<file path="src/rtl/accelbrot_reg_master_pkg.sv">
// Shared types for the accelbrot register-bus master.
//   BUFF_BASE_DEFAULT : first address of the variable-latency buffer region
//   rsp_t             : one response FIFO entry {data, error}
//   fsm_t             : master sequencing states
package accelbrot_pkg;

  localparam logic [15:0] BUFF_BASE_DEFAULT = 16'h4000;

  typedef struct packed {
    logic [31:0] data;
    logic        error;
  } rsp_t;

  typedef enum logic [1:0] {
    S_RUN,
    S_BUFF_WAIT,
    S_TMO_FLUSH
  } fsm_t;

endpackage

</file>
<file path="src/rtl/accelbrot_reg_master_if.sv">
// Register/buffer slave bus of the accelbrot engine (no waitrequest).
//   reg_address/reg_write/reg_writedata/reg_read : initiator -> slave
//   reg_readdata/reg_readdatavalid               : slave -> initiator
interface accelbrot_reg_master_if;

  logic [15:0] reg_address;
  logic        reg_write;
  logic [31:0] reg_writedata;
  logic        reg_read;
  logic [31:0] reg_readdata;
  logic        reg_readdatavalid;

  modport master (
    output reg_address, reg_write, reg_writedata, reg_read,
    input  reg_readdata, reg_readdatavalid
  );

  modport slave (
    input  reg_address, reg_write, reg_writedata, reg_read,
    output reg_readdata, reg_readdatavalid
  );

endinterface

</file>
<file path="src/rtl/accelbrot_reg_master_rsp_fifo.sv">
// First-word-fall-through response FIFO for accelbrot_reg_master.
//   clk, rst         : clock, synchronous active-high reset
//   push, push_data  : write one rsp_t entry
//   pop              : consume the head entry
//   head, valid      : head entry (zero when empty) and non-empty flag
//   count            : current occupancy
module accelbrot_regm_rsp_fifo
  import accelbrot_pkg::*;
#(
  parameter int unsigned DEPTH = 4
) (
  input  logic                         clk,
  input  logic                         rst,
  input  logic                         push,
  input  rsp_t                         push_data,
  input  logic                         pop,
  output rsp_t                         head,
  output logic                         valid,
  output logic [$clog2(DEPTH+1)-1:0]   count
);

  localparam int unsigned AW = (DEPTH > 1) ? $clog2(DEPTH) : 1;
  localparam int unsigned CW = $clog2(DEPTH+1);

  rsp_t          mem [DEPTH];
  logic [AW-1:0] wr_ptr;
  logic [AW-1:0] rd_ptr;
  logic          do_push;
  logic          do_pop;

  function automatic logic [AW-1:0] ptr_inc(input logic [AW-1:0] p);
    return (p == AW'(DEPTH - 1)) ? '0 : p + AW'(1);
  endfunction

  assign valid   = (count != '0);
  assign do_pop  = pop && valid;
  assign do_push = push && ((count != CW'(DEPTH)) || do_pop);
  assign head    = valid ? mem[rd_ptr] : '0;

  always_ff @(posedge clk) begin
    if (do_push) mem[wr_ptr] <= push_data;
  end

  always_ff @(posedge clk) begin
    if (rst) begin
      wr_ptr <= '0;
      rd_ptr <= '0;
      count  <= '0;
    end else begin
      if (do_push) wr_ptr <= ptr_inc(wr_ptr);
      if (do_pop)  rd_ptr <= ptr_inc(rd_ptr);
      count <= count + CW'(do_push) - CW'(do_pop);
    end
  end

endmodule

</file>
<file path="src/rtl/accelbrot_reg_master.sv">
// Bus initiator for the accelbrot register/buffer slave port.
// Converts a valid/ready command stream into single-beat bus cycles and
// returns read data in order on a valid/ready response stream.
//   clk, rst          : clock, synchronous active-high reset
//   cmd_*             : command stream (write flag, address, write data)
//   rsp_*             : read response stream (data, timeout error flag)
//   bus               : register bus, master side
//   busy              : reads outstanding or a beat on the bus
//   err_unexpected    : sticky, read data arrived with nothing outstanding
// Optional feature: define ACCELBROT_REGM_TIMEOUT_EN to enable read timeout
// with error completions after TIMEOUT_CYCLES.
module accelbrot_reg_master
  import accelbrot_pkg::*;
#(
  parameter int unsigned MAX_OUTSTANDING = 4,
  parameter logic [15:0] BUFF_BASE       = BUFF_BASE_DEFAULT,
  parameter int unsigned TIMEOUT_CYCLES  = 256
) (
  input  logic        clk,
  input  logic        rst,
  input  logic        cmd_valid,
  output logic        cmd_ready,
  input  logic        cmd_write,
  input  logic [15:0] cmd_address,
  input  logic [31:0] cmd_writedata,
  output logic        rsp_valid,
  input  logic        rsp_ready,
  output logic [31:0] rsp_data,
  output logic        rsp_error,
  accelbrot_reg_master_if.master bus,
  output logic        busy,
  output logic        err_unexpected
);

  localparam int unsigned CW = $clog2(MAX_OUTSTANDING + 1);

  if (MAX_OUTSTANDING < 2 || TIMEOUT_CYCLES < 2) begin : g_param_check
    $error("accelbrot_reg_master: MAX_OUTSTANDING and TIMEOUT_CYCLES must be >= 2");
  end

  fsm_t          state;
  fsm_t          state_next;
  logic [CW-1:0] n_out;
  logic [CW-1:0] fifo_count;
  logic          credit_ok;
  logic          is_buff;
  logic          accept;
  logic          accept_read;
  logic          rdv;
  logic          rdv_ok;
  logic          push;
  rsp_t          push_data;
  rsp_t          head;
  logic          tmo_fire;

  assign rdv         = bus.reg_readdatavalid;
  assign rdv_ok      = rdv && (n_out != '0);
  assign is_buff     = (cmd_address >= BUFF_BASE);
  // Reads in flight plus unconsumed responses must leave a FIFO slot free.
  assign credit_ok   = ({1'b0, n_out} + {1'b0, fifo_count}) < (CW+1)'(MAX_OUTSTANDING);
  assign accept      = cmd_valid && cmd_ready;
  assign accept_read = accept && !cmd_write;

`ifdef ACCELBROT_REGM_TIMEOUT_EN
  localparam int unsigned TW = $clog2(TIMEOUT_CYCLES + 1);

  logic [TW-1:0] tmo_cnt;
  logic [CW-1:0] flush_left;

  assign tmo_fire = (state != S_TMO_FLUSH) && (n_out != '0) && !rdv &&
                    (tmo_cnt == TW'(TIMEOUT_CYCLES - 1));

  always_ff @(posedge clk) begin
    if (rst) begin
      tmo_cnt    <= '0;
      flush_left <= '0;
    end else begin
      if (n_out == '0 || rdv || tmo_fire) tmo_cnt <= '0;
      else                                tmo_cnt <= tmo_cnt + TW'(1);
      // Every abandoned read gets one error completion, one per cycle.
      if (tmo_fire)                  flush_left <= n_out;
      else if (state == S_TMO_FLUSH) flush_left <= flush_left - CW'(1);
    end
  end
`else
  assign tmo_fire = 1'b0;
`endif

  always_comb begin
    state_next = state;
    cmd_ready  = 1'b0;
    push       = 1'b0;
    push_data  = '0;
    if (rdv_ok) begin
      push      = 1'b1;
      push_data = '{data: bus.reg_readdata, error: 1'b0};
    end
    unique case (state)
      S_RUN: begin
        // Buffer reads wait for an empty pipe so they cannot overtake
        // fixed-latency register reads.
        if (!tmo_fire)
          cmd_ready = cmd_write || (credit_ok && (!is_buff || n_out == '0));
        if (cmd_valid && cmd_ready && !cmd_write && is_buff)
          state_next = S_BUFF_WAIT;
        if (tmo_fire)
          state_next = S_TMO_FLUSH;
      end
      S_BUFF_WAIT: begin
        if (tmo_fire)    state_next = S_TMO_FLUSH;
        else if (rdv_ok) state_next = S_RUN;
      end
      S_TMO_FLUSH: begin
`ifdef ACCELBROT_REGM_TIMEOUT_EN
        push      = 1'b1;
        push_data = '{data: '0, error: 1'b1};
        if (flush_left == CW'(1)) state_next = S_RUN;
`else
        state_next = S_RUN;
`endif
      end
      default: state_next = S_RUN;
    endcase
    if (rst) cmd_ready = 1'b0;
  end

  always_ff @(posedge clk) begin
    if (rst) begin
      state             <= S_RUN;
      n_out             <= '0;
      err_unexpected    <= 1'b0;
      bus.reg_address   <= '0;
      bus.reg_writedata <= '0;
      bus.reg_write     <= 1'b0;
      bus.reg_read      <= 1'b0;
    end else begin
      state <= state_next;
      if (tmo_fire) n_out <= '0;
      else          n_out <= n_out + CW'(accept_read) - CW'(rdv_ok);
      if (rdv && n_out == '0) err_unexpected <= 1'b1;
      bus.reg_write <= accept && cmd_write;
      bus.reg_read  <= accept_read;
      if (accept) begin
        bus.reg_address   <= cmd_address;
        bus.reg_writedata <= cmd_writedata;
      end
    end
  end

  accelbrot_regm_rsp_fifo #(
    .DEPTH (MAX_OUTSTANDING)
  ) u_rsp_fifo (
    .clk       (clk),
    .rst       (rst),
    .push      (push),
    .push_data (push_data),
    .pop       (rsp_valid && rsp_ready),
    .head      (head),
    .valid     (rsp_valid),
    .count     (fifo_count)
  );

  assign rsp_data  = head.data;
  assign rsp_error = head.error;
  assign busy      = (n_out != '0) || bus.reg_write || bus.reg_read;

endmodule

</file>
<file path="src/flat_wrapper.sv">
// flat-port wrapper written by rule: the top's interface ports become plain ports
module accelbrot_reg_master_flat import accelbrot_pkg::*;
#(
  parameter int unsigned MAX_OUTSTANDING = 4,
  parameter logic [15:0] BUFF_BASE       = BUFF_BASE_DEFAULT,
  parameter int unsigned TIMEOUT_CYCLES  = 256
)
  (clk, rst, cmd_valid, cmd_ready, cmd_write, cmd_address, cmd_writedata, rsp_valid, rsp_ready, rsp_data, rsp_error, busy, err_unexpected, bus_reg_address, bus_reg_write, bus_reg_writedata, bus_reg_read, bus_reg_readdata, bus_reg_readdatavalid);
  accelbrot_reg_master_if bus_i ();
  input  logic clk;
  input  logic rst;
  input  logic cmd_valid;
  output logic cmd_ready;
  input  logic cmd_write;
  input  logic [15:0] cmd_address;
  input  logic [31:0] cmd_writedata;
  output logic rsp_valid;
  input  logic rsp_ready;
  output logic [31:0] rsp_data;
  output logic rsp_error;
  output logic busy;
  output logic err_unexpected;
  output wire logic [$bits(bus_i.reg_address)-1:0] bus_reg_address;
  output wire logic [$bits(bus_i.reg_write)-1:0] bus_reg_write;
  output wire logic [$bits(bus_i.reg_writedata)-1:0] bus_reg_writedata;
  output wire logic [$bits(bus_i.reg_read)-1:0] bus_reg_read;
  input wire logic [$bits(bus_i.reg_readdata)-1:0] bus_reg_readdata;
  input wire logic [$bits(bus_i.reg_readdatavalid)-1:0] bus_reg_readdatavalid;
  assign bus_reg_address = bus_i.reg_address;
  assign bus_reg_write = bus_i.reg_write;
  assign bus_reg_writedata = bus_i.reg_writedata;
  assign bus_reg_read = bus_i.reg_read;
  assign bus_i.reg_readdata = bus_reg_readdata;
  assign bus_i.reg_readdatavalid = bus_reg_readdatavalid;
  accelbrot_reg_master #(.MAX_OUTSTANDING(MAX_OUTSTANDING), .BUFF_BASE(BUFF_BASE), .TIMEOUT_CYCLES(TIMEOUT_CYCLES)) u_core (.clk(clk), .rst(rst), .cmd_valid(cmd_valid), .cmd_ready(cmd_ready), .cmd_write(cmd_write), .cmd_address(cmd_address), .cmd_writedata(cmd_writedata), .rsp_valid(rsp_valid), .rsp_ready(rsp_ready), .rsp_data(rsp_data), .rsp_error(rsp_error), .bus(bus_i), .busy(busy), .err_unexpected(err_unexpected));
endmodule
</file>
<file path="config.mk">
export PLATFORM = sky130hd
export DESIGN_NAME = accelbrot_reg_master_flat
export DESIGN_NICKNAME = d
export VERILOG_FILES = /design/src/rtl/accelbrot_reg_master_pkg.sv /design/src/rtl/accelbrot_reg_master_if.sv /design/src/rtl/accelbrot_reg_master_rsp_fifo.sv /design/src/rtl/accelbrot_reg_master.sv /design/src/flat_wrapper.sv
export SDC_FILE = /design/constraint.sdc
export NUM_CORES = 1
export LEC_CHECK = 0
export ABC_AREA = 1
export CAP_MARGIN = 20
export CORE_ASPECT_RATIO = 0.5
export CORE_MARGIN = 2
export CORE_UTILIZATION = 40
export DETAILED_ROUTE_END_ITERATION = 6
export SLEW_MARGIN = 20
export SYNTH_ARGS = -nofsm -noshare
export SYNTH_HDL_FRONTEND = slang
export SYNTH_SLANG_ARGS = --single-unit
</file>
<file path="constraint.sdc">
create_clock -name clk -period 3.85 [get_ports clk]
set_input_delay 0.77 -clock clk [delete_from_list [all_inputs] [get_ports clk]]
set_output_delay 0.77 -clock clk [all_outputs]
set_load 0.02 [all_outputs]
</file>
* Yosys cells after proc, flatten, opt, wreduce, memory -nomap -nowiden *
Memory sizes are Yosys's and may differ from the RTL's. A register that Yosys moved wholly into a read port is not among the register bits.
Index checks and enable logic that the tools add are counted.

word-level totals
  register bits after elaboration = 63
  bits in latches = 0
  RAM bits = 132
  bits in read-only memories = 0
  output and inout bits = 87
  word-level logic and storage cells = 65
  memories = 1

cells by class
  add/sub/neg operators = 7
  $mul = 0
  divide/modulo/power cells = 0
  magnitude comparators = 2
  eq/ne operators = 6
  shift operators = 0
  multiplexer cells = 15
  bitwise operators = 0
  reduce and logical (&&, ||, !) cells = 24

memory list
  memory                 words  bits a word  rd ports  clocked after Yosys merged registers in  wr ports  line                                 text
  u_core.u_rsp_fifo.mem  4      33           1         1                                        1         accelbrot_reg_master_rsp_fifo.sv:25  rsp_t mem [DEPTH];

operators with widths
  operator                                                number
  two-way mux 33 bit                                      2
  >= comparator 16 x 15 -> 1 bit (second input constant)  1
  logical AND 1 bit                                       12
  two-way mux 2 bit                                       6
  adder 3 x 1 -> 3 bit                                    2
  two-way mux 1 bit                                       6
  nonzero test 3 bit                                      2
  subtractor 3 x 1 -> 3 bit                               2
  logical OR 1 bit                                        5
  adder 2 x 1 -> 2 bit (second input constant)            2
  adder 3 x 3 -> 4 bit                                    1
  == test 2 bit (second input constant)                   2
  < comparator 4 x 3 -> 1 bit (second input constant)     1
  != test 2 x 1 -> 1 bit (second input constant)          2
  case mux 2 bit (2 select lines)                         1
  zero test 3 bit                                         1
  != test 3 bit (second input constant)                   1
  == test 2 x 1 -> 1 bit (second input constant)          1
  zero test 1 bit                                         2
  zero test 2 bit                                         1
  AND reduction 2 bit                                     1

* Depth between registers and ports, before layout *
  depth in word-level cells = 12
  mapped depth = 17
  gate-level depth less buffers = 15

* By module *
A second synthesis with hierarchy kept.

unflattened totals
  cells, all modules = 917
  area total of the unflattened synthesis = 8299.2 µm²

modules (own cells, without submodules)
  module                   instances  cells an instance  area an instance (µm²)  sequential area each (µm²)
  accelbrot_regm_rsp_fifo  1          488                5669.2                  4144.0
  accelbrot_reg_master     1          429                2630.0                  1101.1

* Least setup slack after synthesis *
OpenSTA, ideal clock, no wires.

  path type = input to register
  start = in bus_reg_readdatavalid
  end = mem u_core.u_rsp_fifo.mem[0][10] (netlist name) (enable)
  library setup time = 0.421 ns
  arrival time = 2.514 ns
  slack = 0.915 ns
  cell stages on the path = 4
  cells stage by stage = nand2_1 > inv_1 > nand2_1 > nor2_1

between the ends
  cells in the longest elaborated chain, start to end = 5

RTL lines
  item                                     line                                 text
  start: declaration                       flat_wrapper.sv:28                   input wire logic [$bits(bus_i.reg_readdatavalid)-1:0] bus_reg_readdatavalid;
  logical AND 1 bit                        accelbrot_reg_master.sv:57           assign rdv_ok = rdv && (n_out != '0);
  two-way mux 1 bit                        accelbrot_reg_master.sv:94           if (rdv_ok) begin
  logical AND 1 bit                        accelbrot_reg_master_rsp_fifo.sv:37  assign do_push = push && ((count != CW'(DEPTH)) || do_pop);
  two-way mux 1 bit                        accelbrot_reg_master_rsp_fifo.sv:41  if (do_push) mem[wr_ptr] <= push_data;
  two-way mux 1 bit (not written as such)  accelbrot_reg_master_rsp_fifo.sv:41
  end: declaration                         accelbrot_reg_master_rsp_fifo.sv:25

No other way between the ends.

==> impl_metrics.csv <==
group,metric,value,unit
routing,drtIter0Drc,282,
routing,wirelength,20.2,mm
power_and_ir_drop,p_clk_share,23.4,%
sta,post-route-min-period,3.52,ns
min_path,hp-start,"u_core.err_unexpected$_SDFFE_PP0P_",
clock_tree,clock_latency,0.42,ns
clock_tree,htree_num_levels,4,
grt,grt-ovfl-total,0,
sta,slew_viol_final,0,
floorplanning,fp.dieH,107,um
clock_tree,root_buffer,"clkbuf_16",
sta,relSlewSlack,41.3,%
floorplanning,start_util,41.1,%
power_and_ir_drop,pwr-share-seq,35.5,%
sta,rsz0062_at_grt,"false",
routing,first_pass_iters,4,
grt,grt_max_degree,65,
min_path,hp-class,"reg -> reg",
worst_setup_path,r2r-start,"u_core.u_rsp_fifo.count[2]$_SDFF_PP0_",
synthesis,synth_area,0.00852,mm2
floorplanning,ioPinCount,173,
grt,grt_pass1_wl,32.4,mm
clock_tree,cts.sinks,192,
sta,setup-tns-final,0,ns
clock_tree,cts_tree,"yes",
placed_design,gp_congestion,0.790,
power_and_ir_drop,power_density,705,mW/mm2
sta,tightestPinTransition,0.875,ns
sta,skew,0.00856,ns
flow_run,maxCapViolCount,0,
synthesis,synth_cell_types,27,
sta,hold_viol,0,
clock_tree,path_clk_slew,0.07,ns
layout,syn2layout_area_growth,30.2,%
power_and_ir_drop,comb_power_share,41.0,%
clock_tree,cts_made_buffers,17,
routing,vias_per_cell,4.65,
worst_setup_path,critPathKind,"reg -> out",
routing,wl_per_cell,14.2,um
synthesis,synth-edff-count,128,
floorplanning,rows,37,
synthesis,synth-seq-area-share,60.1,%
layout,drive_gt1_share,5.17,%
worst_setup_path,crit_path_max_fanout,34,
clock_tree,post_cts_buffers,0,
worst_setup_path,timing.critical_path.from_type,"flip-flop",
floorplanning,core,0.0207,mm2
power_and_ir_drop,p_int,4.90,mW
worst_setup_path,critPathCaptureType,"output port",
floorplanning,die-area,0.0226,mm2
power_and_ir_drop,power_switching_share,37.5,%
placed_design,port_buffers,171,
grt,antenna_found_initial,1,
synthesis,async_flop_share,0,%
power_and_ir_drop,leakagePower,4.76,nW
sta,clock.fmax,284,MHz
synthesis,ys_seq_elements,192,
clock_tree,clock_path_buffers,2,
clock_tree,post_cts_resize_count,0,
floorplanning,die_w,210,um
run_status,status,"completed",
synthesis,postSynthAreaPerCell,8.71,um2
layout,utilization,53.5,%
routing,vias,6585,
placed_design,dp_hpwl,12.3,mm
power_and_ir_drop,power_switching,2.93,mW
synthesis,yosys_warnings,0,
synthesis,synth_nets,1076,
worst_setup_path,critPathRequiredTime,3.08,ns
synthesis,syn-instance-count,978,
sta,finalSetupViolCount,0,
clock_tree,holdBufCountCts,0,
sta,fin_crit_sh,91.3,%
routing,ant_nets,0,
grt,grt_pass1_vias,6464,
synthesis,synth_flop_cell,"edfxtp_1",
layout,layout.nets,1228,
grt,track_usage,18.5,%
routing,drc,0,
power_and_ir_drop,vdd_drop_max,350,uV
worst_setup_path,worst_ep_arrival_time,2.75,ns
## final timing paths
path	slack [ns]	end	cells past startpoint
worst min register to register	0.47	u_core.err_unexpected$_SDFFE_PP0P_	2
worst min-delay path	0.47	u_core.err_unexpected$_SDFFE_PP0P_	2
worst max-delay path	0.33	rsp_data[3]	5
worst max register to register	1.14	u_core.n_out[1]$_SDFF_PP0_	15
## registers in the layout, indices dropped and copies added, names as in the netlist, named ones only
| register | flops |
|---|---|
| u_core.bus.reg_address | 16 |
| u_core.bus.reg_read | 1 |
| u_core.bus.reg_write | 1 |
| u_core.bus.reg_writedata | 32 |
| u_core.err_unexpected | 1 |
| u_core.n_out | 3 |
| u_core.state | 1 |
| u_core.u_rsp_fifo.count | 3 |
| u_core.u_rsp_fifo.mem | 128 |
| u_core.u_rsp_fifo.rd_ptr | 2 |
| u_core.u_rsp_fifo.wr_ptr | 2 |
## layout make-up
type                       instances  area (um2)
antenna                            1        2.50
clock buffer                      19         433
clock inverter                    12         175
fill                            1889        9640
inverter                         213         800
multi-input combinational        519        2390
sequential                       192        5130
tap                              273         342
timing repair buffer             187        1830
## through the flow
stage                     hold slack, ns  setup slack [ns]  instances  power (mW)  area (um2)
after floorplan                    0.454             0.915        978        4.72        8520
after global placement             0.442             0.709       1384        6.03       10500
after detailed placement           0.454             0.651       1384        6.07       10500
after CTS                          0.468             0.258       1415        7.92       11100
after global routing               0.488            0.0285       1415        8.34       11100
final                              0.468             0.335       1416        7.83       11100
## power groups by stage
stage | combinational, mW | clock (mW) | sequential (mW)
floorplan | 1.81 | 0 | 2.91
global placement | 3.21 | 0 | 2.81
detailed placement | 3.24 | 0 | 2.83
CTS | 3.26 | 1.87 | 2.78
global route | 3.57 | 1.96 | 2.81
finish | 3.21 | 1.83 | 2.78
## cell usage in the layout (no fill, tap or decap), drive strengths merged, types with 3 or more instances in the layout
cell and instances:
bufinv 3, ha 10, clkinv 3, buf 17, nand2 112, nor2 229, clkbuf 19, a21oi 37
o21ai 71, clkdlybuf4s50 170, edfxtp 128, nand3 3, nand4 49, dfxtp 64, inv 218
## routing by layer
| metal | vias up | global-route usage, % | share of wire [%] |
|---|---|---|---|
| met3 | 15 | 6.30 | 6.1 |
| met5 | - | 0 | 0 |
| met2 | 131 | 31.9 | 48 |
| li1 | 3348 | - | - |
| met4 | 0 | 4.12 | 1.0 |
| met1 | 3091 | 22.6 | 45 |
## logic make-up after synthesis
family | synth area share [%]
and+or+nand+nor | 19.0
AOI/OAI and AO/OA | 6.55
adders and majority gates | 1.94
other | 0.0440
xor gates and xnor gates | 0.103
buffers and inverters | 12.2
DFF | 60.1
## critical path: stages, from the launching register on
cell	delay [ns]
dfxtp_2	0.33
clkinv_1	0.67
buf_4	0.48
o21ai_0	0.18
a21oi_1	0.08
clkdlybuf4s50_1	0.56
## cells in the mapped netlist (2+ instances only)
cell type    n  area share (%)
nor2_1     228              10
inv_1      207             9.1
edfxtp_1   128              45
nand2_1    111             4.9
o21ai_0     70             4.1
dfxtp_1     64              15
nand4_1     49             3.6
a21oi_1     37             2.2
clkbuf_1    33             1.5
buf_2       12            0.70
ha_1        10             1.5
buf_1        5            0.22
inv_2        5            0.22
buf_4        2            0.18
buf_6        2            0.26
fa_1         2            0.47
nand3_1      2            0.12
nor3_1       2            0.12
No activity file was read; power rests on OpenSTA's default activity.
